## config.mk

```make
export PLATFORM = sky130hd
export DESIGN_NAME = mem_access_ctrl
export DESIGN_NICKNAME = d
export VERILOG_FILES = /design/src/rtl/mem_access_ctrl.sv
export SDC_FILE = /design/constraint.sdc
export NUM_CORES = 1
export LEC_CHECK = 0
export ABC_CLOCK_PERIOD_IN_PS = 5100
export BUFFER_PORTS_ARGS = -buffer_cell sky130_fd_sc_hd__buf_2
export CAP_MARGIN = 20
export CORE_MARGIN = 1.5
export CORE_UTILIZATION = 30
export CTS_CLUSTER_DIAMETER = 30
export CTS_CLUSTER_SIZE = 20
export DETAILED_ROUTE_END_ITERATION = 12
export PLACE_DENSITY = 0.57
export SLEW_MARGIN = 25
export SYNTH_ARGS = -nofsm -noshare
export SYNTH_HDL_FRONTEND = slang
export SYNTH_SLANG_ARGS = --single-unit
```

## constraint.sdc

```tcl
create_clock -name CLK -period 5.1 [get_ports CLK]
set_clock_uncertainty 0.1 [all_clocks]
set_input_delay 0.765 -clock CLK [delete_from_list [all_inputs] [get_ports CLK]]
set_output_delay 0.765 -clock CLK [all_outputs]
set_load 0.005 [all_outputs]
```

## src/rtl/mem_access_ctrl.sv

```systemverilog
// Memory-stage controller: issues the EX/MEM load/store to the data cache, stalls the pipe
// until dhit, captures load/SC results and owns the LL/SC link register.
module mem_access_ctrl #(
    parameter int ADDR_W = 32,
    parameter int DATA_W = 32
) (
    input  logic              CLK,
    input  logic              nRST,
    input  logic              dREN_i,
    input  logic              dWEN_i,
    input  logic              ll_i,
    input  logic              sc_i,
    input  logic [ADDR_W-1:0] addr_i,
    input  logic [DATA_W-1:0] wdat_i,
    input  logic              pipe_adv,
    input  logic              flush,
    input  logic              dhit,
    input  logic [DATA_W-1:0] dmemload,
    input  logic              snoop_inv,
    input  logic [ADDR_W-1:0] snoop_addr,
    output logic              dmemREN,
    output logic              dmemWEN,
    output logic [ADDR_W-1:0] dmemaddr,
    output logic [DATA_W-1:0] dmemstore,
    output logic              mem_busy,
    output logic [DATA_W-1:0] rdat_o,
    output logic              link_valid
);

    typedef enum logic [1:0] {IDLE, ACCESS, DONE} state_t;

    state_t            state_q, state_d;
    logic [DATA_W-1:0] rdat_q, rdat_d;
    logic              link_valid_q, link_valid_d;
    logic [ADDR_W-1:0] link_addr_q, link_addr_d;

    logic is_req, is_store, is_load, is_ll, is_sc, sc_fail;
    logic complete, ll_set, link_clr;

    // dWEN_i wins if both request lines are ever high together.
    assign is_req   = dREN_i | dWEN_i;
    assign is_store = dWEN_i;
    assign is_load  = dREN_i & ~dWEN_i;
    assign is_ll    = is_load & ll_i;
    assign is_sc    = is_store & sc_i;
    assign sc_fail  = is_sc & ~(link_valid_q && (link_addr_q == addr_i));

    assign dmemaddr   = addr_i;
    assign dmemstore  = wdat_i;
    assign rdat_o     = rdat_q;
    assign link_valid = link_valid_q;

    always_comb begin
        state_d      = state_q;
        rdat_d       = rdat_q;
        link_valid_d = link_valid_q;
        link_addr_d  = link_addr_q;
        dmemREN      = 1'b0;
        dmemWEN      = 1'b0;
        mem_busy     = 1'b0;
        complete     = 1'b0;
        ll_set       = 1'b0;
        link_clr     = 1'b0;

        case (state_q)
            IDLE: begin
                // nRST gating keeps the request lines quiet while reset is held.
                if (nRST && is_req && !flush) begin
                    if (sc_fail) begin
                        rdat_d = '0;
                    end else begin
                        dmemREN  = is_load;
                        dmemWEN  = is_store;
                        mem_busy = 1'b1;
                        complete = dhit;
                        state_d  = dhit ? DONE : ACCESS;
                    end
                end
            end
            ACCESS: begin
                // flush is ignored here: the cache transaction must finish.
                dmemREN  = is_load;
                dmemWEN  = is_store;
                mem_busy = 1'b1;
                complete = dhit;
                if (dhit) state_d = DONE;
            end
            DONE: begin
                if (pipe_adv || flush) state_d = IDLE;
            end
            default: state_d = IDLE;
        endcase

        if (complete) begin
            if (is_load)
                rdat_d = dmemload;
            else if (is_sc)
                rdat_d = {{(DATA_W-1){1'b0}}, 1'b1};
        end

        // A snoop only vetoes a completing LL when it hits the LL's own address.
        ll_set   = complete & is_ll & ~(snoop_inv && (snoop_addr == addr_i));
        link_clr = (complete & is_sc)
                 | (complete & is_store & (addr_i == link_addr_q))
                 | (snoop_inv & (snoop_addr == link_addr_q));

        if (ll_set) begin
            link_valid_d = 1'b1;
            link_addr_d  = addr_i;
        end else if (link_clr) begin
            link_valid_d = 1'b0;
        end
    end

    always_ff @(posedge CLK or negedge nRST) begin
        if (!nRST) begin
            state_q      <= IDLE;
            rdat_q       <= '0;
            link_valid_q <= 1'b0;
            link_addr_q  <= '0;
        end else begin
            state_q      <= state_d;
            rdat_q       <= rdat_d;
            link_valid_q <= link_valid_d;
            link_addr_q  <= link_addr_d;
        end
    end

endmodule
```

# Yosys cells after proc, flatten, opt, wreduce, memory -nomap -nowiden

Index checks and enable logic that the tools add are counted.

Eq/ne operators: 10
Muxes and demuxes: 26
Bitwise logic cells: 16
Reduce and logical (&&, ||, !) cells: 9

Operators by type and width:

| operator           | number |
|---|---|
| $mux 32            | 6 |
| $eq 32x32->1       | 4 |
| $and 1x1->1        | 10 |
| $mux 1             | 10 |
| $mux 2             | 5 |
| $ne 2x2->1 const B | 4 |
| $pmux 1 s2         | 4 |
| $pmux 2 s3         | 1 |
| $logic_and 1x1->1  | 4 |
| $reduce_and 4->1   | 1 |
| $not 1->1          | 3 |
| $or 1x1->1         | 3 |
| $eq 2x1->1 const B | 1 |
| $eq 2x2->1 const B | 1 |
| $logic_not 2->1    | 1 |
| $reduce_bool 2->1  | 1 |
| $logic_not 1->1    | 1 |
| $logic_or 1x1->1   | 1 |

Output and inout bits: 100
Bits of input ports: 138
Register bits: 67
Logic and storage cells: 65

# Depth between registers and ports, before layout

Depth in word-level cells: 13
Mapped depth: 8

# Worst setup path after synthesis

OpenSTA, ideal clock, no wires.

Path type: input port to output port
Start: in addr_i[4]
End: out dmemWEN
Cell stages on the path: 6
Path buffers: 0
Path slack: 2348 ps
Data arrival time: 1887 ps
Cells stage by stage: xnor2_1 -> nand4_1 -> nor4_2 -> a31oi_1 -> o21ai_4 -> and2_1

Longest elaborated chain between the ends: 7

Ends and longest elaborated chain:

| item              | line | RTL |
|---|---|---|
| start, declared   | 13   | `input logic [ADDR_W-1:0] addr_i,` |
| $eq 32x32->1      | 46   | `assign sc_fail = is_sc & ~(link_valid_q && (link_addr_q == addr_i));` |
| $logic_and 1x1->1 | 46   |  |
| $not 1->1         | 46   |  |
| $and 1x1->1       | 46   |  |
| $mux 1            | 69   | `if (sc_fail) begin` |
| $mux 1            | 68   | `if (nRST && is_req && !flush) begin` |
| $pmux 1 s2        | 65   | `case (state_q)` |
| end, declared     | 22   | `output logic dmemWEN,` |

No other way between the ends.

# Worst setup path after layout

Ends and elaborated chain as after synthesis.

==> metrics.md <==
| Metric | Value |
|---|---|
| Final #Nets | 610 |
| Slew Viols, Final | 0 |
| Flop and latch count out of synthesis | 67 |
| Crit path required time | 4.24 ns |
| R2r worst-path depth | 7 |
| Reg-to-reg critical path endpoint | rdat_o[19] |
| Setup Crit Path Kind | input pin to output pin |
| Sum Neg Setup Slack | 0 ns |
| Initial DRT Pass Iterations | 4 |
| First-pass GRT wire length | 16800 um |
| Cell area after technology mapping | 4103 um^2 |
| Status | complete, no violations |
| Cell breakdown of the critical path | buf_2 -> xnor2_1 -> nand4_1 -> nor4_2 -> a31oi_1 -> o21ai_4 -> and2_1 -> buf_2 |
| Final worst slack | 1.635 ns |
| Number of H-tree levels | 3 |
| Class of the tightest hold or removal check | flop to flop |
| WL final | 10900 um |
| Total via count after detailed routing | around 3000 |
| Async S/R FF share, synth | 100.0% |
| Weighted congestion reported at the end of routability-driven placement | 0.8099 |
| Worst setup endpoint | dmemWEN |
| Synth warn | 0 |
| Total clock buffers created by CTS | 9 |
| Routed len/inst | 16.71 um |
| Total setup violations reported at the end of the flow | 0 |
| Top cell type by total area after synthesis | dfrtp_1 |
| Overall fraction of global-route tracks in use | 15.81% |
| Share of synthesized area occupied by flip-flops and latches | 40.87% |
| Row count | 42 |
| Final HPWL from detailed placement | 8657 um |
| Number of antenna violations at the first check in global routing | 1 |
| Fill cell total of the finished layout | 1372 |
| Net Count, Synth | 496 |
| Routed Antenna Nets | 0 |
| Crit path from | addr_i[4] |
| Most common cell after layout, fill and taps aside | buf_2 |
| Tmin final | 3.465 ns |
| Slowest stage cell on the critical path | nor4_2 |
| Post-synthesis to final-layout area growth | 20.80% |
| Clock input transition at the sequential cells of the worst setup and hold paths | ~0.050 ns |
| Power density over the cells | roughly 370 nW/um^2 |
| Final hold viol count | 0 |
| Post_cts resized | 0 |
| Starting density of the core | 30.86% |
| Largest net degree at the start of global routing | 68 |
| RSZ-0062 raised after global routing | no |
| Number of DRC markers after the initial detailed-route iteration | 77 |
| Arrival time of data at the critical path endpoint | 2.60 ns |
| Ports placed on the boundary | 238 |
| Kind of end point of the critical path | output pin |
| Highest achievable clock rate | 288.6 MHz |
| Full die area | 14390 um^2 |
| Syn Inst Count | 358 |
| Delay of the slowest cell on the worst path | 0.47 ns |
| Critical register-to-register path startpoint | link_addr_q[4] |
| Leading post-synthesis cells by cell area | dfrtp_1, xnor2_1, buf_4, a22o_1, mux2_1 |
| Period Utilization, post-route | 67.93% |
| Top library cells by usage in the layout, fill and taps aside | buf_2, xnor2_1, dfrtp_1, a22o_1, nand4_1 |
| Number of DRC violations after detailed routing | 0 |
| Number of clock sinks | 67 |
| Cell with the most instances on the worst path | buf_2 |
| Average cell area after synthesis | about 11 um^2 |
| Number of distinct standard cells referenced by the synthesized netlist | 32 |
| Chip Height | 119.9 um |
| Number of enable flip-flop cells after synthesis | 0 |
| Max Root-Sink Buffers | 2 |
| Most common flop cell mapped by yosys | dfrtp_1 |
| Headroom to the max-slew limit | 42.05% |
| Vias per Instance | 4.580 |
| Proportion of netlist area held by the largest area contributor | between 40% and 50% |
| Via count of the first global-routing pass | 3151 |
| Root Driver | clkbuf_16 |
| Peak fanout along the critical path | 8 |
| Setup Buffers After CTS | 0 |
| Final total power | 1.831 mW |
| Horizontal die dimension | 119.9 um |
| Total gr overflow | 0 |
| Clock tree from TritonCTS | built |
| Pleak | 2.355 nW |
| Core area | approximately 13000 um^2 |
| Category of the worst setup path launch point | input pin |
| Largest vdd supply drop | 0.1303 mV |
| Worst-Skew Late Latency | 0.33 ns |
| MaxCap Viol Count | 0 |
| Share of final-layout standard cells stronger than drive strength 1 | between 40% and 50% |
| Reg2reg setup slack | 2.22 ns |
| Worst-Margin Slew | 0.8693 ns |
| Buffers on Ports | between 150 and 200 |
| # hold bufs at CTS | 0 |
| Worst setup timing slack at the placement stage | 1.662 ns |
==> logic make-up after synthesis <==
family | synth area share (%)
simple gates | 6.648
flops | 40.87
buf+inv | 13.63
mux | 8.783
xor+xnor | 20.49
compound gates | 9.576
==> cells in the mapped netlist, drive strengths merged, types with 2 or more instances <==
cell type and instances:
nand2 4, nor3 2, clkbuf 3, nand3 3
xnor2 77, and2 2, o41ai 2, o21ai 2
buf 70, nor4 8, xor2 19, a22o 31
nand2b 2, inv 3, mux2 32, a31oi 2
nand4 20, dfrtp 67
==> stage by stage <==
step           hold slack, ns  cells  instance area (um^2)  utilization (%)
6_report               0.3924    652                  4956            37.28
4_1_cts                0.3971    651                  4954            37.26
2_1_floorplan          0.3694    358                  4103                -
3_3_place_gp           0.3782    637                  4671            35.13
3_5_place_dp           0.3759    637                  4671            35.13
5_1_grt                0.4161    651                  4954            37.26
==> power breakdown <==
group	total, mW	internal, mW	leakage (nW)	switching, mW
clock	0.606	0.384	0.141	0.222
sequential	0.750	0.649	0.874	0.100
combinational	0.474	0.267	1.34	0.208
total	1.83	1.30	2.35	0.530
==> worst min-delay path by stage <==
stage | depth (start not counted) | endpoint | start
finish | 1 | rdat_o[21] | rdat_o[21]
global route | 1 | rdat_o[31] | rdat_o[31]
floorplan | 0 | link_addr_q[0] | nRST
global placement | 1 | rdat_o[6] | rdat_o[6]
detailed placement | 1 | rdat_o[21] | rdat_o[21]
CTS | 1 | rdat_o[21] | rdat_o[21]
==> area by class of cell <==
| type | instances | area (um^2) | area share (%) |
|---|---|---|---|
| well taps | 176 | 220.2 | 4.443 |
| inverters | 3 | 11.26 | 0.2272 |
| clock inverters | 3 | 40.04 | 0.8079 |
| clock buffers | 11 | 242.7 | 4.898 |
| repair buffers | 176 | 888.4 | 17.92 |
| multi-input cells | 215 | 1874 | 37.82 |
| diodes | 1 | 2.502 | 0.05049 |
| flip-flops and latches | 67 | 1677 | 33.83 |
==> registers in the layout (all words and copies together) (netlist names) <==
signal	cells
link_addr_q	32
state_q	2
rdat_o	32
link_valid	1
==> worst max-delay path: cells and delay by family <==
| kind | cells | cell delay, ns |
|---|---|---|
| and+or+nand+nor | 3 | 0.87 |
| AOI/OAI and AO/OA | 2 | 0.51 |
| xor gates and xnor gates | 1 | 0.21 |
| buffers and inverters | 2 | 0.24 |
==> metal layers <==
metal	routed length, um	vias up	GRT usage, %
li1	-	1421	-
met1	4597	1404	18.83
met2	5256	130	26.82
met3	778	31	3.470
met4	263	0	7.887
met5	0	-	0
(Power assumes the default switching activity.)
